## config.mk

```make
export PLATFORM = sky130hd
export DESIGN_NAME = vga_rtc_frontend
export DESIGN_NICKNAME = d
export VERILOG_FILES = /design/src/rtl/vga_rtc_pkg.sv /design/src/rtl/vga_timing_gen.sv /design/src/rtl/vga_rtc_frontend.sv
export SDC_FILE = /design/constraint.sdc
export NUM_CORES = 1
export LEC_CHECK = 0
export CORE_MARGIN = 1
export CORE_UTILIZATION = 30
export DETAILED_ROUTE_END_ITERATION = 16
export PLACE_DENSITY = 0.49
export SYNTH_ARGS = -nofsm -noshare
export SYNTH_HDL_FRONTEND = slang
export SYNTH_SLANG_ARGS = --single-unit
```

## constraint.sdc

```tcl
create_clock -name clk -period 2.7 [get_ports clk]
set_input_delay 0.405 -clock clk [delete_from_list [all_inputs] [get_ports clk]]
set_output_delay 0.405 -clock clk [all_outputs]
set_load 0.05 [all_outputs]
```

## src/rtl/vga_rtc_pkg.sv

```systemverilog
// Shared types and 640x480 timing defaults for the RTC/VGA display front end.
// Combinational only: no latency, no backpressure.
package vga_rtc_pkg;

  typedef enum logic [2:0] {
    ST_IDLE,
    ST_ADDR,
    ST_WAIT,
    ST_CAPT,
    ST_COMMIT
  } fetch_st_t;

  localparam int DEF_H_ACTIVE = 640;
  localparam int DEF_H_FP     = 16;
  localparam int DEF_H_SYNC   = 96;
  localparam int DEF_H_BP     = 48;
  localparam int DEF_V_ACTIVE = 480;
  localparam int DEF_V_FP     = 10;
  localparam int DEF_V_SYNC   = 2;
  localparam int DEF_V_BP     = 33;

  function automatic int h_total(input int act, input int fp, input int sync, input int bp);
    return act + fp + sync + bp;
  endfunction

  function automatic int v_total(input int act, input int fp, input int sync, input int bp);
    return act + fp + sync + bp;
  endfunction

endpackage

```

## src/rtl/vga_timing_gen.sv

```systemverilog
// Pixel-tick divider, h/v counters and registered hsync/vsync/video_on.
// Syncs and video_on lag the counters by 1 clk; free running, no backpressure.
module vga_timing_gen
  import vga_rtc_pkg::*;
#(
  parameter int CLK_DIV  = 2,
  parameter int H_ACTIVE = DEF_H_ACTIVE,
  parameter int H_FP     = DEF_H_FP,
  parameter int H_SYNC   = DEF_H_SYNC,
  parameter int H_BP     = DEF_H_BP,
  parameter int V_ACTIVE = DEF_V_ACTIVE,
  parameter int V_FP     = DEF_V_FP,
  parameter int V_SYNC   = DEF_V_SYNC,
  parameter int V_BP     = DEF_V_BP,
  parameter bit SYNC_POL = 1'b0
) (
  input  logic       clk,
  input  logic       reset,
  output logic       pixel_tick,
  output logic       hsync,
  output logic       vsync,
  output logic       video_on,
  output logic [9:0] pixel_x,
  output logic [9:0] pixel_y,
  output logic       v_wrap
);

  localparam int H_TOTAL = h_total(H_ACTIVE, H_FP, H_SYNC, H_BP);
  localparam int V_TOTAL = v_total(V_ACTIVE, V_FP, V_SYNC, V_BP);
  localparam int DIV_W   = (CLK_DIV > 1) ? $clog2(CLK_DIV) : 1;

  logic [DIV_W-1:0] div_cnt;
  logic [9:0]       h_cnt;
  logic [9:0]       v_cnt;
  logic             h_last;
  logic             v_last;
  logic             h_in_sync;
  logic             v_in_sync;

  assign pixel_tick = (div_cnt == DIV_W'(CLK_DIV - 1));
  assign h_last     = (h_cnt == 10'(H_TOTAL - 1));
  assign v_last     = (v_cnt == 10'(V_TOTAL - 1));
  assign v_wrap     = pixel_tick & h_last & v_last;
  assign pixel_x    = h_cnt;
  assign pixel_y    = v_cnt;

  assign h_in_sync = (h_cnt >= 10'(H_ACTIVE + H_FP)) && (h_cnt < 10'(H_ACTIVE + H_FP + H_SYNC));
  assign v_in_sync = (v_cnt >= 10'(V_ACTIVE + V_FP)) && (v_cnt < 10'(V_ACTIVE + V_FP + V_SYNC));

  always_ff @(posedge clk) begin
    if (!reset) begin
      div_cnt <= '0;
      h_cnt   <= '0;
      v_cnt   <= '0;
    end else begin
      div_cnt <= pixel_tick ? '0 : div_cnt + DIV_W'(1);
      if (pixel_tick) begin
        if (h_last) begin
          h_cnt <= '0;
          v_cnt <= v_last ? '0 : v_cnt + 10'd1;
        end else begin
          h_cnt <= h_cnt + 10'd1;
        end
      end
    end
  end

  // All three outputs share one register stage so they stay mutually aligned.
  always_ff @(posedge clk) begin
    if (!reset) begin
      hsync    <= ~SYNC_POL;
      vsync    <= ~SYNC_POL;
      video_on <= 1'b0;
    end else begin
      hsync    <= h_in_sync ? SYNC_POL : ~SYNC_POL;
      vsync    <= v_in_sync ? SYNC_POL : ~SYNC_POL;
      video_on <= (h_cnt < 10'(H_ACTIVE)) && (v_cnt < 10'(V_ACTIVE));
    end
  end

endmodule

```

## src/rtl/vga_rtc_frontend.sv

```systemverilog
// RTC/VGA front end: timing, vblank RTC field fetch with atomic commit, alarm ring.
// Commit costs NUM_FIELDS*(SETTLE_CYC+2)+1 clks; no backpressure; ALARM_BLINK_EN adds blink.
module vga_rtc_frontend
  import vga_rtc_pkg::*;
#(
  parameter int CLK_DIV      = 2,
  parameter int H_ACTIVE     = DEF_H_ACTIVE,
  parameter int H_FP         = DEF_H_FP,
  parameter int H_SYNC       = DEF_H_SYNC,
  parameter int H_BP         = DEF_H_BP,
  parameter int V_ACTIVE     = DEF_V_ACTIVE,
  parameter int V_FP         = DEF_V_FP,
  parameter int V_SYNC       = DEF_V_SYNC,
  parameter int V_BP         = DEF_V_BP,
  parameter bit SYNC_POL     = 1'b0,
  parameter int NUM_FIELDS   = 9,
  parameter int SEL_W        = 4,
  parameter int SETTLE_CYC   = 4,
  parameter int RING_FRAMES  = 600,
  parameter int BLINK_FRAMES = 30
) (
  input  logic                    clk,
  input  logic                    reset,
  input  logic [7:0]              dato,
  input  logic                    rtcin,
  input  logic                    alarm_ack,
  output logic                    hsync,
  output logic                    vsync,
  output logic                    video_on,
  output logic                    pixel_tick,
  output logic [9:0]              pixel_x,
  output logic [9:0]              pixel_y,
  output logic [SEL_W-1:0]        selector_dato,
  output logic [8*NUM_FIELDS-1:0] field_data,
  output logic                    frame_valid,
  output logic                    fetch_err,
  output logic                    alarma
);

  localparam int SET_W   = $clog2(SETTLE_CYC + 1);
  localparam int FRM_MAX = (RING_FRAMES > BLINK_FRAMES) ? RING_FRAMES : BLINK_FRAMES;
  localparam int FRM_W   = $clog2(FRM_MAX + 1) + 1;

  logic v_wrap;

  vga_timing_gen #(
    .CLK_DIV (CLK_DIV),
    .H_ACTIVE(H_ACTIVE), .H_FP(H_FP), .H_SYNC(H_SYNC), .H_BP(H_BP),
    .V_ACTIVE(V_ACTIVE), .V_FP(V_FP), .V_SYNC(V_SYNC), .V_BP(V_BP),
    .SYNC_POL(SYNC_POL)
  ) u_timing (
    .clk       (clk),
    .reset     (reset),
    .pixel_tick(pixel_tick),
    .hsync     (hsync),
    .vsync     (vsync),
    .video_on  (video_on),
    .pixel_x   (pixel_x),
    .pixel_y   (pixel_y),
    .v_wrap    (v_wrap)
  );

  fetch_st_t               state;
  fetch_st_t               state_nxt;
  logic [SEL_W-1:0]        idx;
  logic [SET_W-1:0]        settle_cnt;
  logic [8*NUM_FIELDS-1:0] shadow;
  logic                    fetch_start;
  logic                    idx_last;

  assign fetch_start = pixel_tick && (pixel_y == 10'(V_ACTIVE)) && (pixel_x == 10'd0);
  assign idx_last    = (idx == SEL_W'(NUM_FIELDS - 1));
  assign selector_dato = (state == ST_ADDR || state == ST_WAIT || state == ST_CAPT) ? idx : '1;

  always_comb begin
    state_nxt = state;
    case (state)
      ST_IDLE:   if (fetch_start) state_nxt = ST_ADDR;
      ST_ADDR:   state_nxt = ST_WAIT;
      ST_WAIT:   if (settle_cnt == SET_W'(SETTLE_CYC - 1)) state_nxt = ST_CAPT;
      ST_CAPT:   state_nxt = idx_last ? ST_COMMIT : ST_ADDR;
      ST_COMMIT: state_nxt = ST_IDLE;
      default:   state_nxt = ST_IDLE;
    endcase
    // A frame boundary mid-fetch would mix two frames' time; drop the bank.
    if (v_wrap && state != ST_IDLE) state_nxt = ST_IDLE;
  end

  always_ff @(posedge clk) begin
    if (!reset) begin
      state       <= ST_IDLE;
      idx         <= '0;
      settle_cnt  <= '0;
      shadow      <= '0;
      field_data  <= '0;
      frame_valid <= 1'b0;
      fetch_err   <= 1'b0;
    end else begin
      state       <= state_nxt;
      frame_valid <= (state == ST_COMMIT) && !v_wrap;
      fetch_err   <= (state != ST_IDLE) && v_wrap;
      settle_cnt  <= (state == ST_WAIT) ? settle_cnt + SET_W'(1) : '0;
      if (state == ST_IDLE) idx <= '0;
      if (state == ST_CAPT) begin
        shadow[8*idx +: 8] <= dato;
        if (!idx_last) idx <= idx + SEL_W'(1);
      end
      if (state == ST_COMMIT && !v_wrap) field_data <= shadow;
    end
  end

  logic             rtc_s0;
  logic             rtc_s1;
  logic             rtc_s1_d;
  logic             ring;
  logic             ring_set;
  logic [FRM_W-1:0] ring_cnt;
  logic [FRM_W-1:0] ring_cnt_nxt;

  assign ring_set     = rtc_s1 & ~rtc_s1_d;
  assign ring_cnt_nxt = ring_cnt + FRM_W'(1);

  always_ff @(posedge clk) begin
    if (!reset) begin
      rtc_s0   <= 1'b0;
      rtc_s1   <= 1'b0;
      rtc_s1_d <= 1'b0;
      ring     <= 1'b0;
      ring_cnt <= '0;
    end else begin
      rtc_s0   <= rtcin;
      rtc_s1   <= rtc_s0;
      rtc_s1_d <= rtc_s1;
      if (ring_set) begin
        ring     <= 1'b1;
        ring_cnt <= '0;
      end else if (alarm_ack) begin
        ring <= 1'b0;
      end else if (ring && v_wrap) begin
        if (RING_FRAMES != 0 && ring_cnt_nxt == FRM_W'(RING_FRAMES)) begin
          ring     <= 1'b0;
          ring_cnt <= '0;
        end else begin
          ring_cnt <= ring_cnt_nxt;
        end
      end
    end
  end

`ifdef ALARM_BLINK_EN
  logic             blink;
  logic [FRM_W-1:0] blink_cnt;

  always_ff @(posedge clk) begin
    if (!reset) begin
      blink     <= 1'b0;
      blink_cnt <= '0;
    end else if (ring_set) begin
      blink     <= 1'b1;
      blink_cnt <= '0;
    end else if (ring && v_wrap) begin
      if (blink_cnt + FRM_W'(1) == FRM_W'(BLINK_FRAMES)) begin
        blink     <= ~blink;
        blink_cnt <= '0;
      end else begin
        blink_cnt <= blink_cnt + FRM_W'(1);
      end
    end
  end

  assign alarma = ring & blink;
`else
  assign alarma = ring;
`endif

endmodule

```

# ---- Yosys cells after proc, flatten, opt, wreduce, memory -nomap -nowiden
# Cells that the tools add are included.
dict set report classes {
  n_addsub 7
  order_cmp 6
  n_eq_ne 12
  shift 2
  mux 18
  n_bitwise 6
  n_reduce_logical 24
}
# operator count
set ops {}
lappend ops {{$bwmux 72} 1}
lappend ops {{$shift 8x34->72 const A} 1}
lappend ops {{$shiftx 8x34->72} 1}
lappend ops {{$neg 7->34} 1}
lappend ops {{$add 10x1->10 const B} 2}
lappend ops {{$eq 10x10->1 const B} 2}
lappend ops {{$lt 10x10->1 const B} 2}
lappend ops {{$lt 10x9->1 const B} 2}
lappend ops {{$mux 10} 2}
lappend ops {{$mux 4} 4}
lappend ops {{$pmux 3 s4} 1}
lappend ops {{$add 11x1->11 const B} 1}
lappend ops {{$eq 11x10->1 const B} 1}
lappend ops {{$mux 11} 1}
lappend ops {{$eq 10x9->1 const B} 1}
lappend ops {{$ge 10x10->1 const B} 1}
lappend ops {{$ge 10x9->1 const B} 1}
lappend ops {{$logic_not 10->1} 1}
lappend ops {{$reduce_and 2->1} 5}
lappend ops {{$eq 3x2->1 const B} 3}
lappend ops {{$mux 3} 3}
lappend ops {{$reduce_bool 3->1} 3}
lappend ops {{$logic_and 1x1->1} 8}
lappend ops {{$mux 1} 6}
lappend ops {{13 further kinds} 21}
dict set report word_totals {
  ff_bits 195
  in_bits 12
  output_inout_bits 103
  elab_cells 93
}

# ---- Longest topological paths before layout
# Gate-level depths: netlist (run 1).
dict set report logic_depth {
  depth_word 7
  mapped_depth 11
  mapped_depth_nobuf 7
}

# ---- Hierarchy
# From an unflattened synthesis (run 1), not the netlist that was laid out.
dict set report hier_totals {
  hier_cells 971
  area_unflattened_um2 7938.9
}
# module n_inst cells_each area_per_inst_um2 seq_area_each_um2
set modules_own_cells {}
lappend modules_own_cells {vga_rtc_frontend 1 831 6755.2 3423.3}
lappend modules_own_cells {vga_timing_gen 1 140 1183.6 480.5}

# ---- Worst setup path before layout (run 1)
# No wires, ideal clock.
dict set report synth_path {
  kind {reg-to-reg}
  startpoint {register idx[0]}
  endpoint {register shadow[33]}
  setup_ns 0.128
  t_arrival_ns 2.248
  path_slack_ns 0.324
  stages_incl_launch_ff 10
  n_path_buf 2
  synth_period_minus_slack_ns 2.376
  path_cell_list {dfxtp_1 > buf_2 > inv_1 > ha_1 > clkbuf_1 > nand2b_1 > a2111oi_4 > nand2_2 > mux2i_1 > nor2_1}
}
dict set report synth_via {
  elab_chain_cells 3
  elab_cells_between_ends 4
  cone_classes {1 x add/sub; 2 x shift; 1 x mux}
}
# element line_no
set synth_rtl {}
lappend synth_rtl {{from (decl)} vga_rtc_frontend.sv:65} ;# logic [SEL_W-1:0] idx;
lappend synth_rtl {{from (signal assigned)} vga_rtc_frontend.sv:106} ;# if (!idx_last) idx <= idx + SEL_W'(1);
lappend synth_rtl {{$neg 7->34 (*)} vga_rtc_frontend.sv:105} ;# shadow[8*idx +: 8] <= dato;
lappend synth_rtl {{$shiftx 8x34->72 / $shift 8x34->72 (equally long branches)} vga_rtc_frontend.sv:105}
lappend synth_rtl {{$bwmux 72 (*)} vga_rtc_frontend.sv:105}
lappend synth_rtl {{to (signal, indexed assignment)} vga_rtc_frontend.sv:105}
lappend synth_rtl {{to (decl)} vga_rtc_frontend.sv:67} ;# logic [8*NUM_FIELDS-1:0] shadow;
# Every way passes the cells marked *; elsewhere a longest branch is shown, timed or not.
# A chain may end at the register's enable or synchronous reset.

# ---- Final worst setup path (run 1)
dict set report layout_path {
  startpoint {register state[1]}
  endpoint {output port selector_dato[3]}
}
dict set report layout_via {
  elab_chain_cells 4
  elab_cells_between_ends 6
  cone_classes {3 x eq/ne; 1 x mux; 2 x reduce/logical}
}
# element line_no
set layout_rtl {}
lappend layout_rtl {{from (decl)} vga_rtc_frontend.sv:63} ;# fetch_st_t state;
lappend layout_rtl {{from (signal assigned)} vga_rtc_frontend.sv:99} ;# state <= state_nxt;
lappend layout_rtl {{$eq 3x1->1 / $eq 3x2->1 (equally long branches)} vga_rtc_frontend.sv:73} ;# assign selector_dato = (state == ST_ADDR || state == ST_WAIT || state == ST_CAPT) ? idx : '1;
lappend layout_rtl {{$logic_or 1x1->1} vga_rtc_frontend.sv:73}
lappend layout_rtl {{$logic_or 1x1->1 (*)} vga_rtc_frontend.sv:73}
lappend layout_rtl {{$mux 4 (*)} vga_rtc_frontend.sv:73}
lappend layout_rtl {{to (decl)} vga_rtc_frontend.sv:33} ;# output logic [SEL_W-1:0] selector_dato,
# Marked as above.

==> results of run 1 <==
-- sequential cells by signal, summed over array words and instances (netlist names), 3 cells and up --
signal and count:
field_data 72, shadow 72, ring_cnt 11, u_timing.pixel_x 10, u_timing.pixel_y 10, idx 4
settle_cnt 3, state 3
-- final cells by class --
cell class,instances,area [sq um],share of cell area
multi-input combinational,676,3580,0.362
clock inverter,15,140,0.0142
sequential,195,3900,0.395
clock buffer,17,425,0.0430
tap,330,413,0.0417
timing repair buffer,137,1380,0.139
inverter,14,55.1,0.00557
-- cell usage after synthesis (2+ instances only) --
cell type and count:
nand3_1 70, and4_1 4, o211ai_1 2, ha_1 12
nand4b_1 3, clkbuf_1 40, mux2i_1 17, a21oi_1 136
dfxtp_1 195, nand4_1 14, xnor2_1 11, nand2b_1 2
nor2_1 64, buf_4 9, buf_1 4, a31oi_1 3
and4bb_2 2, and2_1 17, o21ai_0 6, and3_1 10
nand3b_1 3, nor3_1 12, or3_1 9, nand2_1 228
buf_2 9, xor2_1 15, nor2b_1 3, nor4_1 3
inv_1 13, nor4b_1 2, and3b_1 3
-- metal layers --
layer / GRT usage / vias to the layer above / wire length, microns / share of wire
met5: 0 / - / 0 / 0
met4: 0.0382 / 0 / 175 / 0.0083
met3: 0.0348 / 10 / 663 / 0.031
met2: 0.255 / 96 / 9590 / 0.45
met1: 0.224 / 3105 / 10700 / 0.51
li1: - / 3388 / - / -
-- cells by family after synthesis --
| group | count (synthesis) | synth area share |
|---|---|---|
| xor gates and xnor gates | 26 | 0.0291 |
| adders and majority gates | 12 | 0.0192 |
| muxes | 18 | 0.0232 |
| AOI/OAI and AO/OA | 160 | 0.112 |
| and+or+nand+nor | 460 | 0.273 |
| buffers and inverters | 77 | 0.0437 |
| DFF | 195 | 0.500 |
-- how the worst max path moves through the flow --
stage                         from               end  slack, ns  depth (start not counted)
final                     state[1]  selector_dato[3]       0.21                          3
after global routing      state[0]  selector_dato[2]        0.1                          3
after floorplan             idx[0]        shadow[33]       0.32                          9
after CTS                 state[1]  selector_dato[2]       0.18                          3
after detailed placement    idx[0]        shadow[21]       0.39                          8
after global placement      idx[0]        shadow[17]       0.40                          8
-- where the power goes --
group / internal (mW) / switching, mW / leakage, nW
Combinational: 0.0426 / 0.109 / 1.50
Clock: 1.23 / 1.23 / 0.270
Sequential: 2.88 / 0.00766 / 1.57
Total: 4.15 / 1.35 / 3.34
-- per-stage QoR --
step | hold slack [ns] | utilization | cell area (sq um) | power [mW] | instances
after floorplan | 0.399 | - | 7820 | 3.04 | 948
after global placement | 0.413 | 0.367 | 9330 | 3.11 | 1352
after global routing | 0.430 | 0.389 | 9890 | 5.73 | 1384
after CTS | 0.426 | 0.389 | 9890 | 5.59 | 1384
final | 0.423 | 0.389 | 9890 | 5.50 | 1384
after detailed placement | 0.415 | 0.367 | 9330 | 3.11 | 1352
==> impl_metrics.py, run 1 <==
metrics = {
    "route": {
        "dr.first_iter.drc_count": 407,
        "ant_nets": 0,
        "via_per_inst": 4.77,
        "firstDrtPassIters": 4,
        "post_drt_wl_per_cell_microns": 15.2,
        "drc_errors": 0,
        "vias": 6599,
        "wirelength_microns": 21100,
    },
    "setup_path": {
        "critPathCaptureType": "output pin",
        "crit_family": "buffers and inverters",
        "critPathSlowestCell": "clkdlybuf4s50_1",
        "worstPathCellList": "nor2_1 -> or3_1 -> clkdlybuf4s50_1",
        "rr_startpoint": "idx[0]",
        "worst-path-buf-inv": 1,
        "critical_path_class": "flip-flop to output pin",
        "worstPathRequired_ns": 2.30,
        "r2r_slack_ns": 0.37,
        "startpoint_type": "flip-flop",
        "critPathArrivalTime_ns": 2.09,
        "worstRegToRegCells": 8,
        "cp_slowest_stage_delay_ns": 0.73,
        "cp_max_fo": 7,
        "r2r_end": "shadow[18]",
    },
    "worst_hold_path": {
        "holdCritPathClass": "flip-flop to flip-flop",
        "min-delay-start": "settle_cnt[0]",
        "min_path_cells": 1,
        "worstHoldEndpoint": "settle_cnt[0]",
    },
    "timing": {
        "rsz0062_at_grt": "false",
        "setup_tns_ns": 0,
        "slew_viol_final": 0,
        "finalCritPeriodShare": 0.923,
        "finalClockSkew_ns": 0.0105,
        "worst_pin_slew_ns": 0.628,
        "max_freq_mhz": 401,
        "relSlewSlack": 0.580,
        "layout_setup_ws_ns": 0.207,
        "setup_viol": 0,
        "min_period_ns": 2.49,
        "finalHoldViolCount": 0,
    },
    "run_status": {
        "outcome": "finished clean",
    },
    "cts": {
        "cts-root-buf": "clkbuf_16",
        "cts-resized-gates": 0,
        "clk-insertion-delay-late_ns": 0.43,
        "clock-sinks": 195,
        "cts-htree-levels": 4,
        "cts_tree": "yes",
        "clkTransAtPathRegs_ns": 0.07,
        "ctsHoldBuffers": 0,
        "cts.path.max_buffers": 2,
        "cts_made_buffers": 17,
        "postCtsSetupRepairBufs": 0,
    },
    "synthesis": {
        "synth_top_area_frac": 0.500,
        "synth_ff_type": "dfxtp_1",
        "synth.avg_cell_area_sq_um": 8.24,
        "synthDistinctLibCells": 58,
        "syn_inst": 948,
        "yosys_register_bits": 195,
        "seq_area_frac_synth": 0.500,
        "synth_top_area_cell": "dfxtp_1",
        "syn-cell-area_sq_um": 7810,
        "syn_nets": 972,
        "async_flop_share": 0,
        "yosys_warnings": 0,
        "synth.area.top_cells": "dfxtp_1 50%, nand2_1 11%, a21oi_1 8.7%, nand3_1 4.5%, nor2_1 3.1%",
        "synth_edf_count": 0,
    },
    "flow_run": {
        "drv_cap": 0,
    },
    "layout": {
        "layout_commonest_cell": "nand2_1",
        "layout_common_cells": "228 x nand2_1, 195 x dfxtp_1, 136 x a21oi_1",
        "nFillCells": 2647,
        "syn_to_final_growth_pct": 26.6,
        "drive_above_1_share": 0.0674,
        "fin_nets": 1065,
        "antenna_cells": 0,
    },
    "placement": {
        "dp_hpwl_microns": 14200,
        "dp_worst_setup_slack_ns": 0.388,
        "gp_routability_congestion": 0.786,
        "port-buffer-count": 114,
    },
    "grt": {
        "antenna_found_initial": 0,
        "grt_overflow": 0,
        "grt_pass1_vias": 6279,
        "grt_max_degree": 76,
        "grt_pass1_wl_microns": 33900,
        "track_usage": 0.162,
    },
    "floorplanning": {
        "rows": 58,
        "die_area_sq_um": 26700,
        "io_pins": 115,
        "initial_core_util": 0.308,
        "die-width_microns": 163,
        "fp.dieH_microns": 163,
        "coreArea_sq_um": 25400,
    },
    "pwr": {
        "p_per_area_nw_per_um2": 556,
        "ir_drop_mv": 0.284,
        "leakagePower_nw": 3.34,
    },
}
Note: power is estimated with default switching activity, not from simulation.
==> run 2: changes to the inputs <==
Settings changed: MAX_ROUTING_LAYER set to met4.
==> run 2 against run 1 <==
  * First-iteration DRC count is 3.9% higher
  * Clock power hardly changed
  * Sequential share of layout area stayed put
  * Clock skew is 0.0016 ns higher
  * Via count hardly changed
  * Global-route usage is 0.47 points higher
  * Flip-flop and latch count stayed put
  * Final cell count stayed put
==> impl_metrics.py, run 2 (synthesized netlist as in run 1, its figures left out) <==
metrics = {
    "setup_path": {
        "worstPathCellList": "nor2_1 -> or3_1 -> clkdlybuf4s50_1",
        "crit_family": "buffers and inverters",
        "cp_slowest_stage_delay_ns": 0.73,
        "cp_max_fo": 7,
        "startpoint_type": "flip-flop",
        "critPathSlowestCell": "clkdlybuf4s50_1",
        "critPathCaptureType": "output pin",
        "critical_path_class": "flip-flop to output pin",
        "worstPathRequired_ns": 2.30,
        "worst-path-buf-inv": 1,
        "critPathArrivalTime_ns": 2.09,
    },
    "worst_hold_path": {
        "holdCritPathClass": "flip-flop to flip-flop",
    },
    "timing": {
        "relSlewSlack": 0.588,
        "fin_hold_ws_ns": 0.423,
        "finalCritPeriodShare": 0.923,
        "worst_pin_slew_ns": 0.616,
        "finalHoldViolCount": 0,
        "slew_viol_final": 0,
        "min_period_ns": 2.49,
        "finalClockSkew_ns": 0.0120,
        "layout_setup_ws_ns": 0.207,
        "setup_viol": 0,
        "setup_tns_ns": 0,
        "max_freq_mhz": 401,
        "rsz0062_at_grt": "false",
    },
    "floorplanning": {
        "fp.dieH_microns": 163,
        "die-width_microns": 163,
        "initial_core_util": 0.308,
        "coreArea_sq_um": 25400,
        "rows": 58,
        "io_pins": 115,
        "die_area_sq_um": 26700,
    },
    "pwr": {
        "power_mw": 5.50,
        "leakagePower_nw": 3.34,
        "ir_drop_mv": 0.285,
        "p_per_area_nw_per_um2": 556,
    },
    "layout": {
        "reg.largest.list": "field_data x72, shadow x72, ring_cnt x11",
        "layout_commonest_cell": "nand2_1",
        "layout_common_cells": "228 x nand2_1, 195 x dfxtp_1, 136 x a21oi_1",
        "final_core_util": 0.389,
        "seq_area_sq_um": 3900,
        "multi_input_area_sq_um": 3580,
        "fin_nets": 1065,
        "drive_above_1_share": 0.0674,
        "syn_to_final_growth_pct": 26.6,
        "antenna_cells": 0,
        "nFillCells": 2647,
    },
    "flow_run": {
        "drv_cap": 0,
    },
    "placement": {
        "dp_worst_setup_slack_ns": 0.388,
        "gp_routability_congestion": 0.797,
        "dp_hpwl_microns": 14200,
        "port-buffer-count": 114,
    },
    "grt": {
        "antenna_found_initial": 0,
        "grt_max_degree": 76,
        "grt_pass1_vias": 6277,
        "track_usage": 0.167,
        "grt_overflow": 0,
        "grt_pass1_wl_microns": 33900,
    },
    "cts": {
        "clk-insertion-delay-late_ns": 0.43,
        "cts.path.max_buffers": 2,
        "cts_made_buffers": 17,
        "cts-root-buf": "clkbuf_16",
        "cts-htree-levels": 4,
        "cts-resized-gates": 0,
        "clock-sinks": 195,
        "ctsHoldBuffers": 0,
        "cts_tree": "yes",
        "clkTransAtPathRegs_ns": 0.07,
        "postCtsSetupRepairBufs": 0,
    },
    "route": {
        "post_drt_wl_per_cell_microns": 15.2,
        "firstDrtPassIters": 4,
        "wirelength_microns": 21100,
        "dr.first_iter.drc_count": 423,
        "via_per_inst": 4.77,
        "drc_errors": 0,
        "vias": 6604,
        "ant_nets": 0,
    },
    "run_status": {
        "outcome": "finished clean",
    },
}
[run 2: cell counts in the layout (fill, tap and decap cells not counted)]
No cell type changed its count.
[run 2: through the flow]
step                      area [sq um]  cells
after floorplan                   7820    948
after global placement            9330   1352
after detailed placement          9330   1352
after CTS                         9890   1384
after global routing              9890   1384
final                             9890   1384
[run 2: area by class of cell]
cell class / instances / area share
Tap cell: 330 / 0.0417
Inverter: 14 / 0.00557
Timing Repair Buffer: 137 / 0.139
Clock buffer: 17 / 0.0430
Clock inverter: 15 / 0.0142
Sequential cell: 195 / 0.395
Multi-Input combinational cell: 676 / 0.362
[run 2: report_power, final]
group          switching, mW  total, mW  internal (mW)
clock network           1.23       2.46           1.23
registers            0.00769       2.89           2.88
logic                  0.109      0.152         0.0426
[run 2: path summary, 6_finish.rpt]
kind	startpoint	end	slack, ns	cells past startpoint
worst max-delay path	state[1]	selector_dato[3]	0.21	3
worst min-delay path	settle_cnt[0]	settle_cnt[0]	0.42	1
worst max register to register	idx[0]	shadow[18]	0.37	8
worst min register to register	settle_cnt[0]	settle_cnt[0]	0.42	1
[run 2: per-layer routing]
| layer | share of wire | vias up | GRT usage |
|---|---|---|---|
| met5 | 0 | - | - |
| met4 | 0.0086 | 0 | 0.0395 |
| met3 | 0.035 | 13 | 0.0328 |
| met2 | 0.45 | 107 | 0.255 |
| met1 | 0.50 | 3095 | 0.225 |
| li1 | - | 3389 | - |
